<file path="src/rtl/rx_frame_ctrl_pkg.sv">
// Shared types and constants for the RX frame controller: FSM state encoding,
// the per-frame status word and its width, and a saturating-increment helper.
package rx_frame_ctrl_pkg;

  localparam int LEN_W           = 16;
  localparam int STW_W           = LEN_W + 2;
  localparam int SPACE_W_DEF     = 12;
  localparam int MAX_FRM_WDS_DEF = 1200;
  localparam int STQ_DEPTH_DEF   = 8;
  localparam int TIMEOUT_CYC_DEF = 2048;

  typedef enum logic [1:0] {
    OFF    = 2'd0,
    ARMED  = 2'd1,
    BUSY   = 2'd2,
    COMMIT = 2'd3
  } rx_state_e;

  // One entry per finished frame, as seen by the host.
  typedef struct packed {
    logic             timeout;
    logic             good;
    logic [LEN_W-1:0] len;
  } status_word_t;

  // Counter step that sticks at all-ones instead of wrapping.
  function automatic logic [31:0] sat_inc(input logic [31:0] v);
    return (&v) ? v : v + 32'd1;
  endfunction

endpackage

</file>
<file path="src/rtl/rx_status_fifo.sv">
// First-word-fall-through status queue. The head entry is presented
// combinationally from storage; push and pop in the same cycle are both honoured.
// Push into a full queue and pop from an empty one are dropped.
module rx_status_fifo
  import rx_frame_ctrl_pkg::*;
#(
  parameter int DEPTH = STQ_DEPTH_DEF
) (
  input  logic         rxclk,
  input  logic         reset,
  input  logic         push,
  input  status_word_t push_data,
  input  logic         pop,
  output status_word_t head,
  output logic         full,
  output logic         empty
);

  localparam int PTR_W = $clog2(DEPTH);

  status_word_t     mem_q [DEPTH];
  logic [PTR_W-1:0] wr_ptr_q, wr_ptr_d;
  logic [PTR_W-1:0] rd_ptr_q, rd_ptr_d;
  logic [PTR_W:0]   count_q, count_d;
  logic             do_push, do_pop;

  assign full    = (count_q == (PTR_W+1)'(DEPTH));
  assign empty   = (count_q == '0);
  assign do_push = push & ~full;
  assign do_pop  = pop & ~empty;
  assign head    = mem_q[rd_ptr_q];

  // Pointer and occupancy update; pointers wrap naturally at the power-of-two depth.
  always_comb begin
    wr_ptr_d = wr_ptr_q;
    rd_ptr_d = rd_ptr_q;
    count_d  = count_q;
    if (do_push) wr_ptr_d = wr_ptr_q + PTR_W'(1);
    if (do_pop)  rd_ptr_d = rd_ptr_q + PTR_W'(1);
    case ({do_push, do_pop})
      2'b10:   count_d = count_q + (PTR_W+1)'(1);
      2'b01:   count_d = count_q - (PTR_W+1)'(1);
      default: count_d = count_q;
    endcase
  end

  // Control registers.
  always_ff @(posedge rxclk or posedge reset) begin
    if (reset) begin
      wr_ptr_q <= '0;
      rd_ptr_q <= '0;
      count_q  <= '0;
    end else begin
      wr_ptr_q <= wr_ptr_d;
      rd_ptr_q <= rd_ptr_d;
      count_q  <= count_d;
    end
  end

  // Entry storage.
  // NOTE: storage is deliberately left unreset; only pointers and count need it,
  // and an entry is never presented as valid before it has been written.
  always_ff @(posedge rxclk) begin
    if (do_push) mem_q[wr_ptr_q] <= push_data;
  end

endmodule

</file>
<file path="src/rtl/rx_frame_ctrl.sv">
// RX frame controller: gates the RX engine's recv_enable so a frame is only
// accepted when the data buffer and status queue can take a whole frame,
// records each frame's verdict and length in a status queue, and aborts frames
// that stall past the watchdog limit.
// Build option: define RX_FRAME_STATS_EN to add saturating good/bad/abort
// counters with a synchronous stats_clr.
module rx_frame_ctrl
  import rx_frame_ctrl_pkg::*;
#(
  parameter int SPACE_W     = SPACE_W_DEF,
  parameter int MAX_FRM_WDS = MAX_FRM_WDS_DEF,
  parameter int STQ_DEPTH   = STQ_DEPTH_DEF,
  parameter int TIMEOUT_CYC = TIMEOUT_CYC_DEF
) (
  input  logic               rxclk,
  input  logic               reset,
  input  logic               cfg_rx_en,
  input  logic               get_sfd,
  input  logic               good_frame_get,
  input  logic               bad_frame_get,
  input  logic [LEN_W-1:0]   rx_frame_len,
  input  logic [SPACE_W-1:0] data_fifo_space,
  output logic               recv_enable,
  output logic               rx_abort,
  output logic               st_valid,
  input  logic               st_ready,
  output logic               st_good,
  output logic               st_timeout,
  output logic [LEN_W-1:0]   st_len,
  output logic               busy
`ifdef RX_FRAME_STATS_EN
  ,
  input  logic               stats_clr,
  output logic [31:0]        good_cnt,
  output logic [31:0]        bad_cnt,
  output logic [31:0]        abort_cnt
`endif
);

  localparam int         WD_W   = $clog2(TIMEOUT_CYC);
  localparam logic [WD_W-1:0] WD_MAX = WD_W'(TIMEOUT_CYC - 1);

  rx_state_e        state_q, state_d;
  logic             recv_enable_q, recv_enable_d;
  logic [WD_W-1:0]  wdog_q, wdog_d;
  status_word_t     cap_q, cap_d;
  status_word_t     stq_head;
  logic             stq_push, stq_full, stq_empty;
  logic             arm_ok, verdict, commit_entry;

  assign arm_ok  = cfg_rx_en & (data_fifo_space >= SPACE_W'(MAX_FRM_WDS)) & ~stq_full;
  assign verdict = good_frame_get | bad_frame_get;

  // Next-state, enable, watchdog and verdict capture.
  always_comb begin
    // NOTE: every output of this block gets a default first so no path leaves
    // it unassigned, which would otherwise infer a latch.
    state_d       = state_q;
    recv_enable_d = 1'b0;
    wdog_d        = wdog_q;
    cap_d         = cap_q;
    rx_abort      = 1'b0;
    stq_push      = 1'b0;
    case (state_q)
      OFF: begin
        if (cfg_rx_en) state_d = ARMED;
      end
      ARMED: begin
        if (get_sfd && recv_enable_q) begin
          state_d       = BUSY;
          recv_enable_d = 1'b1;
          wdog_d        = '0;
        end else if (!cfg_rx_en) begin
          state_d = OFF;
        end else begin
          recv_enable_d = arm_ok;
        end
      end
      BUSY: begin
        wdog_d = wdog_q + WD_W'(1);
        if (verdict) begin
          // Simultaneous good and bad pulses resolve to bad.
          state_d = COMMIT;
          cap_d   = '{timeout: 1'b0, good: good_frame_get & ~bad_frame_get, len: rx_frame_len};
        end else if (wdog_q == WD_MAX) begin
          state_d  = COMMIT;
          rx_abort = 1'b1;
          cap_d    = '{timeout: 1'b1, good: 1'b0, len: rx_frame_len};
        end else begin
          recv_enable_d = 1'b1;
        end
      end
      COMMIT: begin
        stq_push = 1'b1;
        state_d  = cfg_rx_en ? ARMED : OFF;
      end
      default: state_d = OFF;
    endcase
  end

  assign commit_entry = (state_q == BUSY) && (state_d == COMMIT);

  // Controller registers.
  // NOTE: sequential state uses non-blocking assignment so every flop samples
  // the pre-edge values regardless of statement order.
  always_ff @(posedge rxclk or posedge reset) begin
    if (reset) begin
      state_q       <= OFF;
      recv_enable_q <= 1'b0;
      wdog_q        <= '0;
      cap_q         <= '0;
    end else begin
      state_q       <= state_d;
      recv_enable_q <= recv_enable_d;
      wdog_q        <= wdog_d;
      cap_q         <= cap_d;
    end
  end

  rx_status_fifo #(
    .DEPTH (STQ_DEPTH)
  ) u_stq (
    .rxclk     (rxclk),
    .reset     (reset),
    .push      (stq_push),
    .push_data (cap_q),
    .pop       (st_ready),
    .head      (stq_head),
    .full      (stq_full),
    .empty     (stq_empty)
  );

  assign recv_enable = recv_enable_q;
  assign busy        = (state_q == BUSY) || (state_q == COMMIT);
  assign st_valid    = ~stq_empty;
  assign st_timeout  = stq_head.timeout;
  assign st_good     = stq_head.good;
  assign st_len      = stq_head.len;

`ifdef RX_FRAME_STATS_EN
  logic [31:0] good_cnt_q, good_cnt_d;
  logic [31:0] bad_cnt_q, bad_cnt_d;
  logic [31:0] abort_cnt_q, abort_cnt_d;

  // Classify each frame as it enters COMMIT; a clear beats any increment.
  always_comb begin
    good_cnt_d  = good_cnt_q;
    bad_cnt_d   = bad_cnt_q;
    abort_cnt_d = abort_cnt_q;
    if (stats_clr) begin
      good_cnt_d  = '0;
      bad_cnt_d   = '0;
      abort_cnt_d = '0;
    end else if (commit_entry) begin
      if (rx_abort)        abort_cnt_d = sat_inc(abort_cnt_q);
      else if (cap_d.good) good_cnt_d  = sat_inc(good_cnt_q);
      else                 bad_cnt_d   = sat_inc(bad_cnt_q);
    end
  end

  // Statistics registers.
  always_ff @(posedge rxclk or posedge reset) begin
    if (reset) begin
      good_cnt_q  <= '0;
      bad_cnt_q   <= '0;
      abort_cnt_q <= '0;
    end else begin
      good_cnt_q  <= good_cnt_d;
      bad_cnt_q   <= bad_cnt_d;
      abort_cnt_q <= abort_cnt_d;
    end
  end

  assign good_cnt  = good_cnt_q;
  assign bad_cnt   = bad_cnt_q;
  assign abort_cnt = abort_cnt_q;
`else
  logic unused_commit_entry;
  assign unused_commit_entry = commit_entry;
`endif

endmodule

</file>
<file path="config.mk">
export PLATFORM = sky130hd
export DESIGN_NAME = rx_frame_ctrl
export DESIGN_NICKNAME = d
export VERILOG_FILES = /design/src/rtl/rx_frame_ctrl_pkg.sv /design/src/rtl/rx_status_fifo.sv /design/src/rtl/rx_frame_ctrl.sv
export SDC_FILE = /design/constraint.sdc
export NUM_CORES = 1
export LEC_CHECK = 0
export CAP_MARGIN = 0
export CORE_UTILIZATION = 53
export DETAILED_ROUTE_END_ITERATION = 6
export PLACE_DENSITY = 0.72
export SLEW_MARGIN = 20
export SYNTH_ARGS = -nofsm -noshare
export SYNTH_HDL_FRONTEND = slang
export SYNTH_HIERARCHICAL = 1
export SYNTH_SLANG_ARGS = --single-unit
</file>
<file path="constraint.sdc">
create_clock -name rxclk -period 2.7 [get_ports rxclk]
set_clock_uncertainty 0.15 [all_clocks]
set_input_delay 0.54 -clock rxclk [delete_from_list [all_inputs] [get_ports rxclk]]
set_output_delay 0.54 -clock rxclk [all_outputs]
set_load 0.05 [all_outputs]
</file>
---- Word level (Yosys, flattened, before mapping) ----
Memory sizes are Yosys's and may differ from the RTL's.
Cells that the tools add are included.
word-level totals
  flip-flop bits (word level) ............. 42
  RAM bits ................................ 144
  output and inout bits ................... 22
  logic and storage cells ................. 69
  memories kept ........................... 1
memories
  name         words  width  rd ports  clocked after memory_dff  write ports  line                  text
  u_stq.mem_q  8      18     1         0                         1            rx_status_fifo.sv:21  status_word_t mem_q [DEPTH];
operators by class
  $add $sub $neg .......................... 5
  $lt $le $gt $ge ......................... 1
  equality and inequality tests ........... 11
  multiplexer cells ....................... 23
  bitwise gates (word level) .............. 9
  reductions and logical operators ........ 10
operators with widths
  operator                                               number
  two-way mux 18 bit                                     2
  one-hot mux 11 bit (2 select lines)                    1
  >= comparator 12 x 11 -> 1 bit, second input constant  1
  adder 11 x 1 -> 11 bit, second input constant          1
  equality test 11 bit, second input constant            1
  two-way mux 1 bit                                      11
  two-way mux 11 bit                                     1
  two-way mux 2 bit                                      5
  one-hot mux 2 bit (4 select lines)                     1
  one-hot mux 4 bit (2 select lines)                     1
  adder 3 x 1 -> 3 bit, second input constant            2
  equality test 2 bit, second input constant             3
  inequality test 3 bit, second input constant           2
  nonzero test 2 bit                                     3
  AND 1 bit                                              5
  adder 4 x 1 -> 4 bit, second input constant            1
  equality test 2 x 1 -> 1 bit, second input constant    2
  equality test 4 bit, second input constant             1
  logical NOT 4 bit                                      1
  inequality test 2 bit, second input constant           2
  AND reduction 2 bit                                    2
  subtractor 4 x 1 -> 4 bit, second input constant       1
  inverter 1 bit                                         3
  AND reduction 3 bit                                    1
  5 further kinds                                        5

---- Longest topological paths before layout ----
  depth after elaboration ................. 6
  mapped depth ............................ 7
  mapped depth without buffers ............ 7

---- Modules after synthesis ----
The synthesis kept the hierarchy.
modules (own cells, without submodules)
  module          instances  cells an instance  area an instance (um2)  seq. area each (um2)
  rx_status_fifo  1          276                6155.9                  4574.4
  rx_frame_ctrl   1          140                1652.8                  800.8

---- Least setup slack after synthesis ----
Ideal clock, no wire load.
  kind .................................... reg-to-reg
  start point ............................. reg u_stq.count_q[0]
  end point ............................... reg u_stq.count_q[3]
  library setup time ...................... 0.134 ns
  arrival ................................. 2.550 ns
  required time ........................... 2.416 ns
  setup slack ............................. -0.134 ns
  stages on the path, launching flop included .. 8
  path buffers ............................ 0
  period minus slack after synthesis ...... 2.834 ns
  path through ............................ dfrtp_1 o41ai_1 inv_1 ha_1 ha_1 or4b_2 o311ai_0 o211ai_1
on the way
  cells in the longest elaborated chain, start to end .. 5
ends and longest elaborated chain
  item                                                                      line                  text
  from (decl)                                                               rx_status_fifo.sv:24  logic [PTR_W:0] count_q, count_d;
  from (signal assigned)                                                    rx_status_fifo.sv:56  count_q <= count_d;
  logical NOT 4 bit (*)                                                     rx_status_fifo.sv:28  assign empty = (count_q == '0);
  inverter 1 bit (*)                                                        rx_status_fifo.sv:30  assign do_pop = pop & ~empty;
  AND 1 bit (*)                                                             rx_status_fifo.sv:30
  named net u_stq.do_pop                                                    rx_status_fifo.sv:25  logic do_push, do_pop;
  equality test 2 x 1 -> 1 bit or equality test 2 bit (tied branches)       rx_status_fifo.sv:40  case ({do_push, do_pop})
  one-hot mux 4 bit (2 select lines) or nonzero test 2 bit (tied branches)  n/a
The timed path passes the listed nets; every way through them passes the cells marked *.
A chain may end at the register's enable or synchronous reset.

---- Worst setup path after layout ----
  start point ............................. reg u_stq.rd_ptr_q[0]
  end point ............................... out st_len[7]
on the way
  cells in the longest elaborated chain, start to end .. 1
ends and longest elaborated chain
  item                    line                  text
  from (decl)             rx_status_fifo.sv:23  logic [PTR_W-1:0] rd_ptr_q, rd_ptr_d;
  from (signal assigned)  rx_status_fifo.sv:55  rd_ptr_q <= rd_ptr_d;
  memory (8 x 18 bit)     n/a
  to (decl)               rx_frame_ctrl.sv:29   output logic [LEN_W-1:0] st_len,
Every way passes these cells.

==> out/results.ini <==
[timing]
drv_slew = 0
worstMarginPinSlew_ps = 498
maxSlewHeadroom = 0.659
whs_ps = 267
rsz0062_at_grt = yes
hold_viol_final = 0
finalCritPeriodShare = 1.06
setup_tns_ps = -2030
setup_viol = 18
fmax_mhz = 350
fin_ws_ps = -155
period_needed_ps = 2860

[critical_path]
critPathMaxStageDelay_ps = 500
cp-end-kind = output port
cp_slowest_cell = mux4_2
path_max_fanout = 5
arrival_ps = 2170
cp-start-kind = flop
r2r_setup_slack_ps = 100
path_cells = buf_12, buf_12, buf_12, mux4_2, mux2_4, buf_8
path_class = flop to output port
cpMostUsedCell = buf_12
critical_path_required_ps = 2010

[cells_and_area]
instances_no_fill = 706
fin_util = 0.678
n_fill_cell = 953
final_nets = 561
drive_above_1_share = 0.335
n_antenna_cell = 0
syn_to_final_growth_pct = 22.8

[clock_tree]
cts_tree = built
cts_sinks = 186
cts_made_buffers = 17
clk_pin_slew_ps = 60
root_buffer = clkbuf_16
cts_htree_levels = 4
clk_latency_ps = 430
max-clock-path-buffers = 2

[power_and_ir_drop]
powerDensity_nw_per_um2 = 1120
p_leak_nw = 3.55
ir_drop_uv = 578

[yosys]
synth_edf_count = 144
synth_mux_area_frac = 0.176
ys_top_cells_by_area = edfxtp_1 55%, dfrtp_1 13%, mux4_1 8.7%
yosys_register_bits = 186
synth.avg_cell_area_sq_um = 18.8
synth_seq_area_share = 0.688
synth_compound_area_frac = 0.0357
synth_top_family_by_area = multiplexers
syn-num-nets = 463
yosys.area.top_type = edfxtp_1
yosys-top-cells-count = 144 x edfxtp_1, 42 x dfrtp_1, 26 x mux2_2, 26 x mux4_1, 19 x nor2_1
ys_types = 55
synthCells = 416
synthAdderAreaFrac = 0.0202
netlist_area_sq_um = 7810
synthArstFlopShare = 0.226
synth_top_area_frac = 0.554
synthSimpleGateAreaFrac = 0.0460
ys.warnings.count = 6
synthFlopType = edfxtp_1
yosysMostFrequentCell = edfxtp_1
synth-xor-area-share = 0.0146

[hold_path]
hp-class = input port to asynchronous set/reset pin

[placed_design]
place_ws_ps = -89.8
port_buffers = 52
dp.cells = 660
dp_hpwl_mm = 8.32
gp_congestion = 0.823

[detailed_routing]
drtIter0Drc = 365
ant_nets = 0
dr.pass1.iters = 5
via_per_inst = 5.73
vias = 4046
wl_mm = 14.9
wl_per_cell_microns = 21.1
drc = 0

[floorplanning]
row_count = 43
dieArea_sq_um = 15200
die_x_microns = 123
die_h_microns = 123
io_pins = 57
core_area_sq_um = 14100
start_util = 0.552

[grt]
grt_max_degree = 33
grt_pass1_vias = 4201
grt_first_pass_wirelength_mm = 23.1
overflow = 0
grt_usage = 0.216
antenna_found_initial = 0

[job]
maxCapViolations = 0

[status]
violations = negative setup slack
run_status = finished with violations

==> registers in the layout, indices dropped and copies added, names as in the netlist, named ones only <==
name            flops
cap_q              18
u_stq/rd_ptr_q      3
wdog_q             11
u_stq/wr_ptr_q      3
recv_enable         1
u_stq/count_q       4
state_q             1
u_stq/mem_q       144
==> through the flow <==
stage	power, mW	area, sq um
floorplan	6.53	7830
CTS	10.8	9580
finish	10.8	9590
global route	11.2	9590
global placement	7.43	8710
detailed placement	7.54	8710
==> repair_timing <==
item / 4_1_cts / 5_1_grt
setup endpoints to repair: 19 / 21
buffers inserted: 8 / 5
gates resized for setup: 70 / 15
hold buffers: 0 / 0
cloned: 4 / 0
pin swaps: 0 / 2
==> worst max-delay path, delay by kind of cell (launching register included) <==
family | cells | cell delay, ps
buffers and inverters | 4 | 490
DFF | 1 | 450
muxes | 2 | 790
==> cells in the final DEF, fill, tap and decap left out, types with 4 or more instances in the layout <==
cell type	Yosys	layout
xnor2_1	10	10
edfxtp_1	144	144
buf_6	5	6
o21ai_0	5	5
buf_8	0	13
clkbuf_16	0	17
buf_4	0	29
inv_1	15	15
nand3_1	7	7
mux4_2	10	36
clkbuf_1	2	4
nor2_1	19	18
mux2_4	10	25
dfrtp_1	42	40
nand2_1	16	15
ha_1	11	9
buf_12	0	10
clkdlybuf4s50_1	0	31
a21oi_1	5	5
mux2_2	26	11
nand2b_1	4	4
==> logic make-up (layout without fill, tap and decap cells) <==
family | Yosys count | count (layout)
and+or+nand+nor | 66 | 66
adders and majority gates | 12 | 12
AOI/OAI and AO/OA | 36 | 36
DFF | 186 | 186
xor gates and xnor gates | 13 | 13
buffers and inverters | 29 | 139
muxes | 74 | 74
==> worst paths after layout <==
check,start,end,depth (start not counted)
max,u_stq/rd_ptr_q[0],st_len[7],6
min reg2reg,u_stq/rd_ptr_q[2],u_stq/rd_ptr_q[2],1
min,reset,u_stq/wr_ptr_q[0],2
max in group asynchronous,reset,cap_q[11],3
min in group rxclk,u_stq/rd_ptr_q[2],u_stq/rd_ptr_q[2],1
max reg2reg,u_stq/count_q[1],u_stq/count_q[3],8
==> cell type report <==
cell class	count	area, sq um	share of cell area
Sequential cell	186	5380	0.561
Multi-Input combinational cell	201	2290	0.239
Timing Repair Buffer	93	1080	0.113
Clock buffer	21	440	0.0459
Tap cell	180	225	0.0235
Clock inverter	10	119	0.0124
Inverter	15	56.3	0.00587
==> per-layer routing <==
layer  up-vias  part of all wire  track usage  wire length [microns]
met2       112              0.53        0.367                   7860
met4         0            0.0076       0.0700                    113
li1       1848                 -            -                      -
met5         -                 0            0                      0
met1      2074              0.41        0.271                   6180
met3        12             0.050       0.0572                    752
==> where the power goes <==
group | internal, mW | leakage (nW) | switching [mW]
registers | 3.65 | 1.85 | 0.418
logic | 2.25 | 1.43 | 2.08
clock network | 1.36 | 0.266 | 1.02
total | 7.26 | 3.55 | 3.52
Power figures use the tool's default switching activity.
